===== src/rtl/uart_master_slave_pkg.sv =====
// Shared constants, status layout and command-engine state for the UART
// host-link bridge (serial command master plus CPU-side slave port).
package uart_master_slave_pkg;

    localparam logic [7:0] CMD_WRITE   = 8'h57;
    localparam logic [7:0] CMD_READ    = 8'h52;
    localparam logic [7:0] CMD_RESET   = 8'h58;
    localparam logic [7:0] CMD_DELIVER = 8'h44;
    localparam logic [7:0] REPLY_OK    = 8'h4B;

    localparam int STAT_RX_VALID = 0;
    localparam int STAT_TX_READY = 1;
    localparam int STAT_OVERRUN  = 2;

    // Last count value of the system-reset pulse (pulse lasts this + 1 clocks).
    localparam logic [1:0] RESET_PULSE_LAST = 2'd3;

    typedef enum logic [2:0] {
        ST_IDLE,
        ST_GET_AH,
        ST_GET_AL,
        ST_GET_D,
        ST_BUS,
        ST_RESP
    } eng_state_e;

    function automatic int baud_div(input int sys_freq, input int baudrate);
        return sys_freq / baudrate;
    endfunction

endpackage


===== src/rtl/uart_master_slave_phy.sv =====
// 8N1 serial PHY: baud timing, double-flopped receiver with start-bit recheck
// and stop-bit validation, and a transmitter with a ready/valid byte handshake.
module uart_phy
    import uart_master_slave_pkg::*;
#(
    parameter int BAUDRATE = 1152000,
    parameter int SYS_FREQ = 25000000
) (
    input  logic       i_clk,
    input  logic       i_reset,
    input  logic       i_rx,
    output logic       o_tx,
    output logic [7:0] o_rx_data,
    output logic       o_rx_valid,
    input  logic [7:0] i_tx_data,
    input  logic       i_tx_valid,
    output logic       o_tx_ready
);

    localparam int DIV   = baud_div(SYS_FREQ, BAUDRATE);
    localparam int CNT_W = $clog2(DIV + 1);
    localparam logic [CNT_W-1:0] BIT_LAST  = CNT_W'(DIV - 1);
    localparam logic [CNT_W-1:0] HALF_LAST = CNT_W'(DIV / 2 - 1);

    typedef enum logic [1:0] {RX_IDLE, RX_START, RX_DATA, RX_STOP} rx_state_e;
    typedef enum logic {TX_IDLE, TX_BUSY} tx_state_e;

    rx_state_e        rx_state_q;
    logic             rx_meta_q, rx_sync_q, rx_prev_q;
    logic [CNT_W-1:0] rx_cnt_q;
    logic [2:0]       rx_bit_q;
    logic [7:0]       rx_shift_q;
    logic             rx_valid_q;

    tx_state_e        tx_state_q;
    logic [CNT_W-1:0] tx_cnt_q;
    logic [3:0]       tx_left_q;
    logic [8:0]       tx_shift_q;
    logic             tx_q;

    // NOTE: reset is sampled on the clock edge, so it sits inside the clocked branch, not the sensitivity list.
    always_ff @(posedge i_clk) begin
        if (!i_reset) begin
            rx_meta_q  <= 1'b1;
            rx_sync_q  <= 1'b1;
            rx_prev_q  <= 1'b1;
            rx_state_q <= RX_IDLE;
            rx_cnt_q   <= '0;
            rx_bit_q   <= '0;
            rx_shift_q <= '0;
            rx_valid_q <= 1'b0;
        end else begin
            rx_meta_q  <= i_rx;
            rx_sync_q  <= rx_meta_q;
            rx_prev_q  <= rx_sync_q;
            rx_valid_q <= 1'b0;
            case (rx_state_q)
                RX_IDLE: begin
                    if (rx_prev_q && !rx_sync_q) begin
                        rx_state_q <= RX_START;
                        rx_cnt_q   <= '0;
                    end
                end
                RX_START: begin
                    if (rx_cnt_q == HALF_LAST) begin
                        rx_cnt_q   <= '0;
                        rx_bit_q   <= '0;
                        rx_state_q <= rx_sync_q ? RX_IDLE : RX_DATA;
                    end else begin
                        rx_cnt_q <= rx_cnt_q + 1'b1;
                    end
                end
                RX_DATA: begin
                    if (rx_cnt_q == BIT_LAST) begin
                        rx_cnt_q   <= '0;
                        rx_shift_q <= {rx_sync_q, rx_shift_q[7:1]};
                        rx_bit_q   <= rx_bit_q + 1'b1;
                        if (rx_bit_q == 3'd7) rx_state_q <= RX_STOP;
                    end else begin
                        rx_cnt_q <= rx_cnt_q + 1'b1;
                    end
                end
                RX_STOP: begin
                    if (rx_cnt_q == BIT_LAST) begin
                        rx_cnt_q   <= '0;
                        rx_valid_q <= rx_sync_q;
                        rx_state_q <= RX_IDLE;
                    end else begin
                        rx_cnt_q <= rx_cnt_q + 1'b1;
                    end
                end
                default: rx_state_q <= RX_IDLE;
            endcase
        end
    end

    // Frame is loaded as start bit on the line plus {stop, data} in the shifter.
    always_ff @(posedge i_clk) begin
        if (!i_reset) begin
            tx_state_q <= TX_IDLE;
            tx_cnt_q   <= '0;
            tx_left_q  <= '0;
            tx_shift_q <= '1;
            tx_q       <= 1'b1;
        end else begin
            case (tx_state_q)
                TX_IDLE: begin
                    if (i_tx_valid) begin
                        tx_q       <= 1'b0;
                        tx_shift_q <= {1'b1, i_tx_data};
                        tx_left_q  <= 4'd9;
                        tx_cnt_q   <= '0;
                        tx_state_q <= TX_BUSY;
                    end
                end
                TX_BUSY: begin
                    if (tx_cnt_q == BIT_LAST) begin
                        tx_cnt_q <= '0;
                        if (tx_left_q == 4'd0) begin
                            tx_q       <= 1'b1;
                            tx_state_q <= TX_IDLE;
                        end else begin
                            tx_q       <= tx_shift_q[0];
                            tx_shift_q <= {1'b1, tx_shift_q[8:1]};
                            tx_left_q  <= tx_left_q - 1'b1;
                        end
                    end else begin
                        tx_cnt_q <= tx_cnt_q + 1'b1;
                    end
                end
                default: tx_state_q <= TX_IDLE;
            endcase
        end
    end

    assign o_rx_data  = rx_shift_q;
    assign o_rx_valid = rx_valid_q;
    assign o_tx       = tx_q;
    assign o_tx_ready = (tx_state_q == TX_IDLE);

endmodule


===== src/rtl/uart_master_slave.sv =====
// Host-link bridge: serial W/R/X/D commands drive a memory master port and a
// CPU-visible RX register; the CPU slave port reads status/data and sends bytes.
module uart_master_slave
    import uart_master_slave_pkg::*;
#(
    parameter int BAUDRATE = 1152000,
    parameter int SYS_FREQ = 25000000
) (
    input  logic        i_clk,
    input  logic        i_reset,
    input  logic [7:0]  i_master_data,
    output logic [7:0]  o_master_data,
    output logic [15:0] o_master_addr,
    input  logic        i_master_ack,
    output logic        o_master_we,
    output logic        o_master_cs,
    input  logic [7:0]  i_slave_data,
    output logic [7:0]  o_slave_data,
    input  logic        i_slave_addr,
    output logic        o_slave_ack,
    input  logic        i_slave_we,
    input  logic        i_slave_cs,
    output logic        o_int,
    input  logic        i_uart_rx,
    output logic        o_uart_tx,
    output logic        o_reset
);

    logic [7:0] rx_byte;
    logic       rx_byte_valid;
    logic       phy_tx_ready;
    logic       tx_start;
    logic [7:0] tx_byte;

    eng_state_e  state_q;
    logic [7:0]  cmd_q;
    logic [7:0]  resp_q;
    logic [1:0]  rst_cnt_q;
    logic        master_cs_q, master_we_q, sys_reset_q;
    logic [15:0] master_addr_q;
    logic [7:0]  master_data_q;

    logic       rx_valid_q, rx_valid_d;
    logic       overrun_q, overrun_d;
    logic [7:0] rx_reg_q, rx_reg_d;
    logic       cs_prev_q, cs_prev_d;

    logic       slave_first, status_rd, data_rd, data_wr, deliver;
    logic       tx_ready, resp_send;
    logic [7:0] status;

    uart_phy #(
        .BAUDRATE (BAUDRATE),
        .SYS_FREQ (SYS_FREQ)
    ) u_phy (
        .i_clk      (i_clk),
        .i_reset    (i_reset),
        .i_rx       (i_uart_rx),
        .o_tx       (o_uart_tx),
        .o_rx_data  (rx_byte),
        .o_rx_valid (rx_byte_valid),
        .i_tx_data  (tx_byte),
        .i_tx_valid (tx_start),
        .o_tx_ready (phy_tx_ready)
    );

    // The X command reuses BUS as its pulse-timing state; no bus request is made.
    always_ff @(posedge i_clk) begin
        if (!i_reset) begin
            state_q       <= ST_IDLE;
            cmd_q         <= '0;
            resp_q        <= '0;
            rst_cnt_q     <= '0;
            master_cs_q   <= 1'b0;
            master_we_q   <= 1'b0;
            master_addr_q <= '0;
            master_data_q <= '0;
            sys_reset_q   <= 1'b0;
        end else begin
            case (state_q)
                ST_IDLE: begin
                    if (rx_byte_valid) begin
                        cmd_q <= rx_byte;
                        case (rx_byte)
                            CMD_WRITE, CMD_READ: state_q <= ST_GET_AH;
                            CMD_DELIVER:         state_q <= ST_GET_D;
                            CMD_RESET: begin
                                state_q     <= ST_BUS;
                                sys_reset_q <= 1'b1;
                                rst_cnt_q   <= '0;
                            end
                            default: ;
                        endcase
                    end
                end
                ST_GET_AH: begin
                    if (rx_byte_valid) begin
                        master_addr_q[15:8] <= rx_byte;
                        state_q             <= ST_GET_AL;
                    end
                end
                ST_GET_AL: begin
                    if (rx_byte_valid) begin
                        master_addr_q[7:0] <= rx_byte;
                        if (cmd_q == CMD_WRITE) begin
                            state_q <= ST_GET_D;
                        end else begin
                            master_we_q <= 1'b0;
                            master_cs_q <= 1'b1;
                            state_q     <= ST_BUS;
                        end
                    end
                end
                ST_GET_D: begin
                    if (rx_byte_valid) begin
                        if (cmd_q == CMD_WRITE) begin
                            master_data_q <= rx_byte;
                            master_we_q   <= 1'b1;
                            master_cs_q   <= 1'b1;
                            state_q       <= ST_BUS;
                        end else begin
                            state_q <= ST_IDLE;
                        end
                    end
                end
                ST_BUS: begin
                    if (cmd_q == CMD_RESET) begin
                        if (rst_cnt_q == RESET_PULSE_LAST) begin
                            sys_reset_q <= 1'b0;
                            state_q     <= ST_IDLE;
                        end else begin
                            rst_cnt_q <= rst_cnt_q + 1'b1;
                        end
                    end else if (i_master_ack) begin
                        master_cs_q <= 1'b0;
                        resp_q      <= (cmd_q == CMD_READ) ? i_master_data : REPLY_OK;
                        state_q     <= ST_RESP;
                    end
                end
                ST_RESP: begin
                    if (phy_tx_ready) state_q <= ST_IDLE;
                end
                default: state_q <= ST_IDLE;
            endcase
        end
    end

    // NOTE: every signal written here gets a default first, so no latch can be inferred.
    always_comb begin
        slave_first = i_slave_cs && !cs_prev_q;
        status_rd   = slave_first && !i_slave_we && !i_slave_addr;
        data_rd     = slave_first && !i_slave_we && i_slave_addr;
        data_wr     = slave_first && i_slave_we && i_slave_addr;
        deliver     = (state_q == ST_GET_D) && (cmd_q == CMD_DELIVER) && rx_byte_valid;
        tx_ready    = phy_tx_ready && (state_q != ST_RESP);
        resp_send   = (state_q == ST_RESP) && phy_tx_ready;
        tx_start    = resp_send || (data_wr && tx_ready);
        tx_byte     = resp_send ? resp_q : i_slave_data;
        cs_prev_d   = i_slave_cs;

        rx_valid_d = rx_valid_q;
        overrun_d  = overrun_q;
        rx_reg_d   = rx_reg_q;
        if (status_rd) overrun_d = 1'b0;
        if (data_rd) rx_valid_d = 1'b0;
        // A byte consumed in the same cycle is not lost, so it is not an overrun.
        if (deliver) begin
            rx_reg_d   = rx_byte;
            rx_valid_d = 1'b1;
            if (rx_valid_q && !data_rd) overrun_d = 1'b1;
        end

        status                = '0;
        status[STAT_RX_VALID] = rx_valid_q;
        status[STAT_TX_READY] = tx_ready;
        status[STAT_OVERRUN]  = overrun_q;
    end

    always_ff @(posedge i_clk) begin
        if (!i_reset) begin
            rx_valid_q <= 1'b0;
            overrun_q  <= 1'b0;
            rx_reg_q   <= '0;
            cs_prev_q  <= 1'b0;
        end else begin
            rx_valid_q <= rx_valid_d;
            overrun_q  <= overrun_d;
            rx_reg_q   <= rx_reg_d;
            cs_prev_q  <= cs_prev_d;
        end
    end

    assign o_slave_ack   = i_slave_cs;
    assign o_slave_data  = i_slave_cs ? (i_slave_addr ? rx_reg_q : status) : 8'h00;
    assign o_int         = rx_valid_q;
    assign o_master_cs   = master_cs_q;
    assign o_master_we   = master_we_q;
    assign o_master_addr = master_addr_q;
    assign o_master_data = master_data_q;
    assign o_reset       = sys_reset_q;

endmodule


===== config.mk =====
export PLATFORM = sky130hd
export DESIGN_NAME = uart_master_slave
export DESIGN_NICKNAME = d
export VERILOG_FILES = /design/src/rtl/uart_master_slave_pkg.sv /design/src/rtl/uart_master_slave_phy.sv /design/src/rtl/uart_master_slave.sv
export SDC_FILE = /design/constraint.sdc
export NUM_CORES = 1
export LEC_CHECK = 0
export ABC_AREA = 0
export CAP_MARGIN = 15
export CORE_MARGIN = 3
export CORE_UTILIZATION = 60
export DETAILED_ROUTE_END_ITERATION = 7
export HOLD_SLACK_MARGIN = 0.03
export PLACE_DENSITY = 0.82
export SLEW_MARGIN = 10
export SYNTH_ARGS = -nofsm -noshare
export SYNTH_HDL_FRONTEND = slang
export SYNTH_SLANG_ARGS = --single-unit

===== constraint.sdc =====
create_clock -name i_clk -period 4.8 [get_ports i_clk]
set_clock_uncertainty 0.05 [all_clocks]
set_input_delay 0.96 -clock i_clk [delete_from_list [all_inputs] [get_ports i_clk]]
set_output_delay 0.96 -clock i_clk [all_outputs]
set_load 0.005 [all_outputs]

### Yosys cells after proc, flatten, opt, wreduce, memory -nomap -nowiden

Index checks and enable logic that the tools add are counted.

* input bits: 23
* flip-flop bits (word level): 101
* logic and storage cells: 199
* output and inout bits: 38

* bitwise logic cells: 2
* mux-type cells: 74
* reduce and logical (&&, ||, !) cells: 45
* eq/ne operators: 46
* add/sub/neg operators: 5

Operators with widths (count)
* 8-bit by 7-bit == test with 1-bit output (second input constant): 8
* 3-bit two-way mux: 12
* 8-bit two-way mux: 4
* 9-bit two-way mux: 3
* 5-bit two-way mux: 5
* 1-bit two-way mux: 23
* 2-bit by 1-bit != test with 1-bit output (second input constant): 11
* 2-bit two-way mux: 10
* 2-bit != test (second input constant): 10
* 5-bit AND reduction: 4
* 3-bit case mux with 6 select lines: 1
* 9-bit case mux with 2 select lines: 1
* 5-bit case mux with 3 select lines: 1
* 3-bit AND reduction: 5
* 1-bit logical AND: 13
* 4-bit two-way mux: 3
* 5-bit by 1-bit adder with 5-bit output (second input constant): 2
* 5-bit == test (second input constant): 2
* 5-bit case mux with 2 select lines: 1
* 2-bit AND reduction: 5
* 3-bit == test (second input constant): 3
* 3-bit != test (second input constant): 3
* 3-bit case mux with 3 select lines: 1
* 1-bit case mux with 2 select lines: 4
* 25 further kinds: 37

### Depth between registers and ports, before layout

* word-level depth: 8
* mapped depth: 8
* gate-level depth less buffers: 7

### By module

From an unflattened synthesis, not the netlist that was laid out.

* cells, all modules: 544
* area total of the unflattened synthesis: 4678.2 µm²

Modules (own cells, without submodules)
* uart_master_slave: seq. area each 1181.1 µm², cells an instance 344, area an instance 2781.4 µm², instances 1
* uart_phy: seq. area each 820.8 µm², cells an instance 200, area an instance 1896.8 µm², instances 1

### Worst setup path before layout

OpenSTA, ideal clock, no wires.

* path type: in2out
* start point: in i_slave_addr
* end point: out o_slave_data[0]
* cell stages on the path: 3
* path buffers: 1
* data required time: 3.790 ns
* arrival time: 1.473 ns
* setup slack: 2.317 ns
* path through: clkbuf_1 > mux2i_1 > nor2b_1

* longest elaborated chain between the ends: 2

Ends and longest elaborated chain
* from (decl): line uart_master_slave.sv:19 `input logic i_slave_addr,`
* 8-bit two-way mux (2 in a row): line uart_master_slave.sv:194 `assign o_slave_data = i_slave_cs ? (i_slave_addr ? rx_reg_q : status) : 8'h00;`
* to (decl): line uart_master_slave.sv:18 `output logic [7:0] o_slave_data,`

Every way passes these cells.

### Final worst setup path

* start point: reg state_q[0]
* end point: out o_slave_data[1]

* longest elaborated chain between the ends: 4

Ends and longest elaborated chain
* from (decl): line uart_master_slave.sv:35 `eng_state_e state_q;`
* from (signal assigned): line uart_master_slave.sv:70 `state_q <= ST_IDLE;`
* from (signal assigned): line uart_master_slave.sv:85 `CMD_WRITE, CMD_READ: state_q <= ST_GET_AH;`
* from (signal assigned): line uart_master_slave.sv:86 `CMD_DELIVER: state_q <= ST_GET_D;`
* 3-bit != test: line uart_master_slave.sv:155 `tx_ready = phy_tx_ready && (state_q != ST_RESP);`
* 1-bit logical AND: line uart_master_slave.sv:155
* 8-bit two-way mux (2 in a row): line uart_master_slave.sv:194

Every way passes these cells.

==> metrics <==
status finished clean; Async S/R FF share, synth 0; CTS tree built; Buffers on Ports 60; hold crit path type reg2reg; Synth Area per Inst 8.61 sq um; setup TNS 0 ps; initial antenna violation count 0; cts repair resizes 0; cts bufs inserted 9; Synth Flop Type dfxtp_1; Hold Fails Final Rpt 0; Rows 32; max-cap viol count 0; relative slew slack 0.355; grt ovf 0; RSZ-0062 raised after global routing no; commonest non-fill, non-tap cell in the layout dfxtp_1; synth unique cells 56; Ports 61; die width 95.9 um; Crit Path Class reg2out; remaining antenna violation count 0; pre-CTS setup slack 1330 ps; ANT cells 0; dominant cell type by area after synthesis dfxtp_1; Initial Util 0.624; CP startpoint kind flop; sw power 0.358 mW; Final HPWL DP 7.34 mm; largest net degree at the start of global routing 74; Combinational Power Share 0.074; # hold bufs at CTS 0; Post-synth EDFFs 0; clock share of power 0.344; actual slew at the worst max-slew pin 964 ps; top cell type's share of synthesized area 0.413; setup violators final 0; global-route wire length before repair 17.3 mm; most frequent cells in the layout dfxtp_1 (100), nand2_1 (95), clkdlybuf4s50_1 (59), a21boi_0 (45), nor2b_1 (32); drt wl/cell 15.2 um; setup ws final 1250 ps; GRT Util Overall 0.238; max-slew violations 0; Synth Cell Area 4850 sq um; clock-pin transition on the worst setup and hold timing paths 100 ps; FMAX 282 MHz; Seq/Total Area, Yosys 0.413; RD Place Congestion 0.836; Die Span Y 95.9 um; Reg power frac 0.582; CP Max Fanout 17; Int Pwr 1.10 mW; grt met3 use 0.0469; met2 usage 0.402; min Tclk post-route 3550 ps; CTS Root Cell clkbuf_8; share of layout cells above drive strength 1 0.0465; CP Cell Sequence nand3b_1 > a22oi_1 > nor2b_1 > clkdlybuf4s50_1; DR DRC count 0; layout overhead on the synthesized area 15.3%; vias in the first global route 3762; Most Crowded Layer GR met2; core area 7770 sq um; drt pass-1 iters 4; Syn Nets 599; clock sink total 100; CP arrival 2540 ps; Yosys warning total 0; flops & latches, synth 100; switch share 0.246; Layout Nets 633; DR iter-0 viols 203; via count 4083; met1 Usage GRT 0.302; Syn Inst Count 563; clk_lat worst skew 360 ps; post-CTS setup buffer count 0; required time of the critical path 3790 ps; Synth area leaders dfxtp_1 (41%), nand2_1 (7.4%), a21boi_0 (7.0%), mux2i_1 (5.6%), nor2b_1 (4.1%); Worst path slowest cell dfxtp_1; Die Area 9200 sq um; crit-path max cell delay 660 ps; final worst path period share 0.739; htree depth 3; detail-routed via count per cell 5.80; endpoint class of the critical path output pin; pwr/cell area 260 nW/um^2; Leak 1.97 nW; Routed WL 10.7 mm; Longest Clk Path Bufs 2; Max IR drop VDD 0.180 mV
-- power groups by stage --
stage                     combinational [mW]  clock (mW)  sequential [mW]
final                                  0.108       0.500            0.846
after global routing                   0.120       0.548            0.847
after floorplan                       0.0704           0            0.863
after CTS                              0.109       0.513            0.846
after detailed placement               0.108           0            0.865
after global placement                 0.104           0            0.864
-- worst max-delay path, delay by kind of cell, from the launching register on --
kind,cells,cell delay [ps]
and+or+nand+nor,2,710
DFF,1,660
AOI/OAI and AO/OA,1,350
buffers and inverters,1,450
-- registers in the layout, summed over array words and instances (netlist names), 3 cells and up, named ones only --
register and count:
cmd_q 8, o_master_addr 16, o_master_data 8, resp_q 8, rx_reg_q 8, state_q 3
u_phy.o_rx_data 8, u_phy.rx_bit_q 3, u_phy.rx_cnt_q 5, u_phy.tx_cnt_q 5, u_phy.tx_left_q 4, u_phy.tx_shift_q 8
-- layer usage --
layer / share of wire / vias up / routed length, um
met1: 0.46 / 1949 / 4900
met3: 0.051 / 10 / 544
li1: - / 2026 / -
met5: 0 / - / 0
met2: 0.48 / 98 / 5110
met4: 0.014 / 0 / 152
-- kinds of logic after synthesis --
family | share of synthesized area
xor+xnor | 0.00903
buf+inv | 0.0472
mux | 0.0604
fa+ha+maj | 0.0335
compound gates | 0.162
flops | 0.413
simple gates | 0.276
-- stage by stage --
stage / utilization / cell area (sq um) / hold slack (ps) / total power [mW] / std cells
2_1_floorplan: - / 4850 / 336 / 0.934 / 563
3_3_place_gp: 0.696 / 5410 / 360 / 0.968 / 688
3_5_place_dp: 0.696 / 5410 / 345 / 0.972 / 688
4_1_cts: 0.720 / 5590 / 381 / 1.47 / 704
5_1_grt: 0.720 / 5590 / 390 / 1.51 / 704
6_report: 0.720 / 5590 / 377 / 1.45 / 704
-- cell usage after synthesis, drive strengths merged, types with 5 or more instances --
cell type,number
nand3,23
o211ai,9
nor3b,7
dfxtp,100
mux2i,27
and2,6
nand2,95
nor2b,32
nand2b,5
a31oi,6
a22oi,6
a21boi,47
a21oi,11
and3,10
o21ai,13
nor3,9
buf,13
clkbuf,26
ha,13
inv,12
nand4b,7
nor2,31
-- path summary, 6_finish.rpt --
check / endpoint / start / slack [ps] / cells after the start
max: o_slave_data[1] / state_q[0] / 1250 / 4
min: u_phy.rx_sync_q / u_phy.rx_meta_q / 380 / 1
min reg2reg: u_phy.rx_sync_q / u_phy.rx_meta_q / 380 / 1
max reg2reg: u_phy.tx_left_q[1] / state_q[0] / 1960 / 5
-- final cells by class --
| class | count | area (sq um) |
|---|---|---|
| clock buffers | 10 | 138 |
| inverters | 13 | 48.8 |
| clock inverters | 6 | 47.5 |
| multi-input cells | 411 | 2620 |
| fillers | 618 | 2170 |
| flip-flops and latches | 100 | 2000 |
| repair buffers | 62 | 611 |
| well taps | 102 | 128 |
No activity file was read; power rests on OpenSTA's default activity.
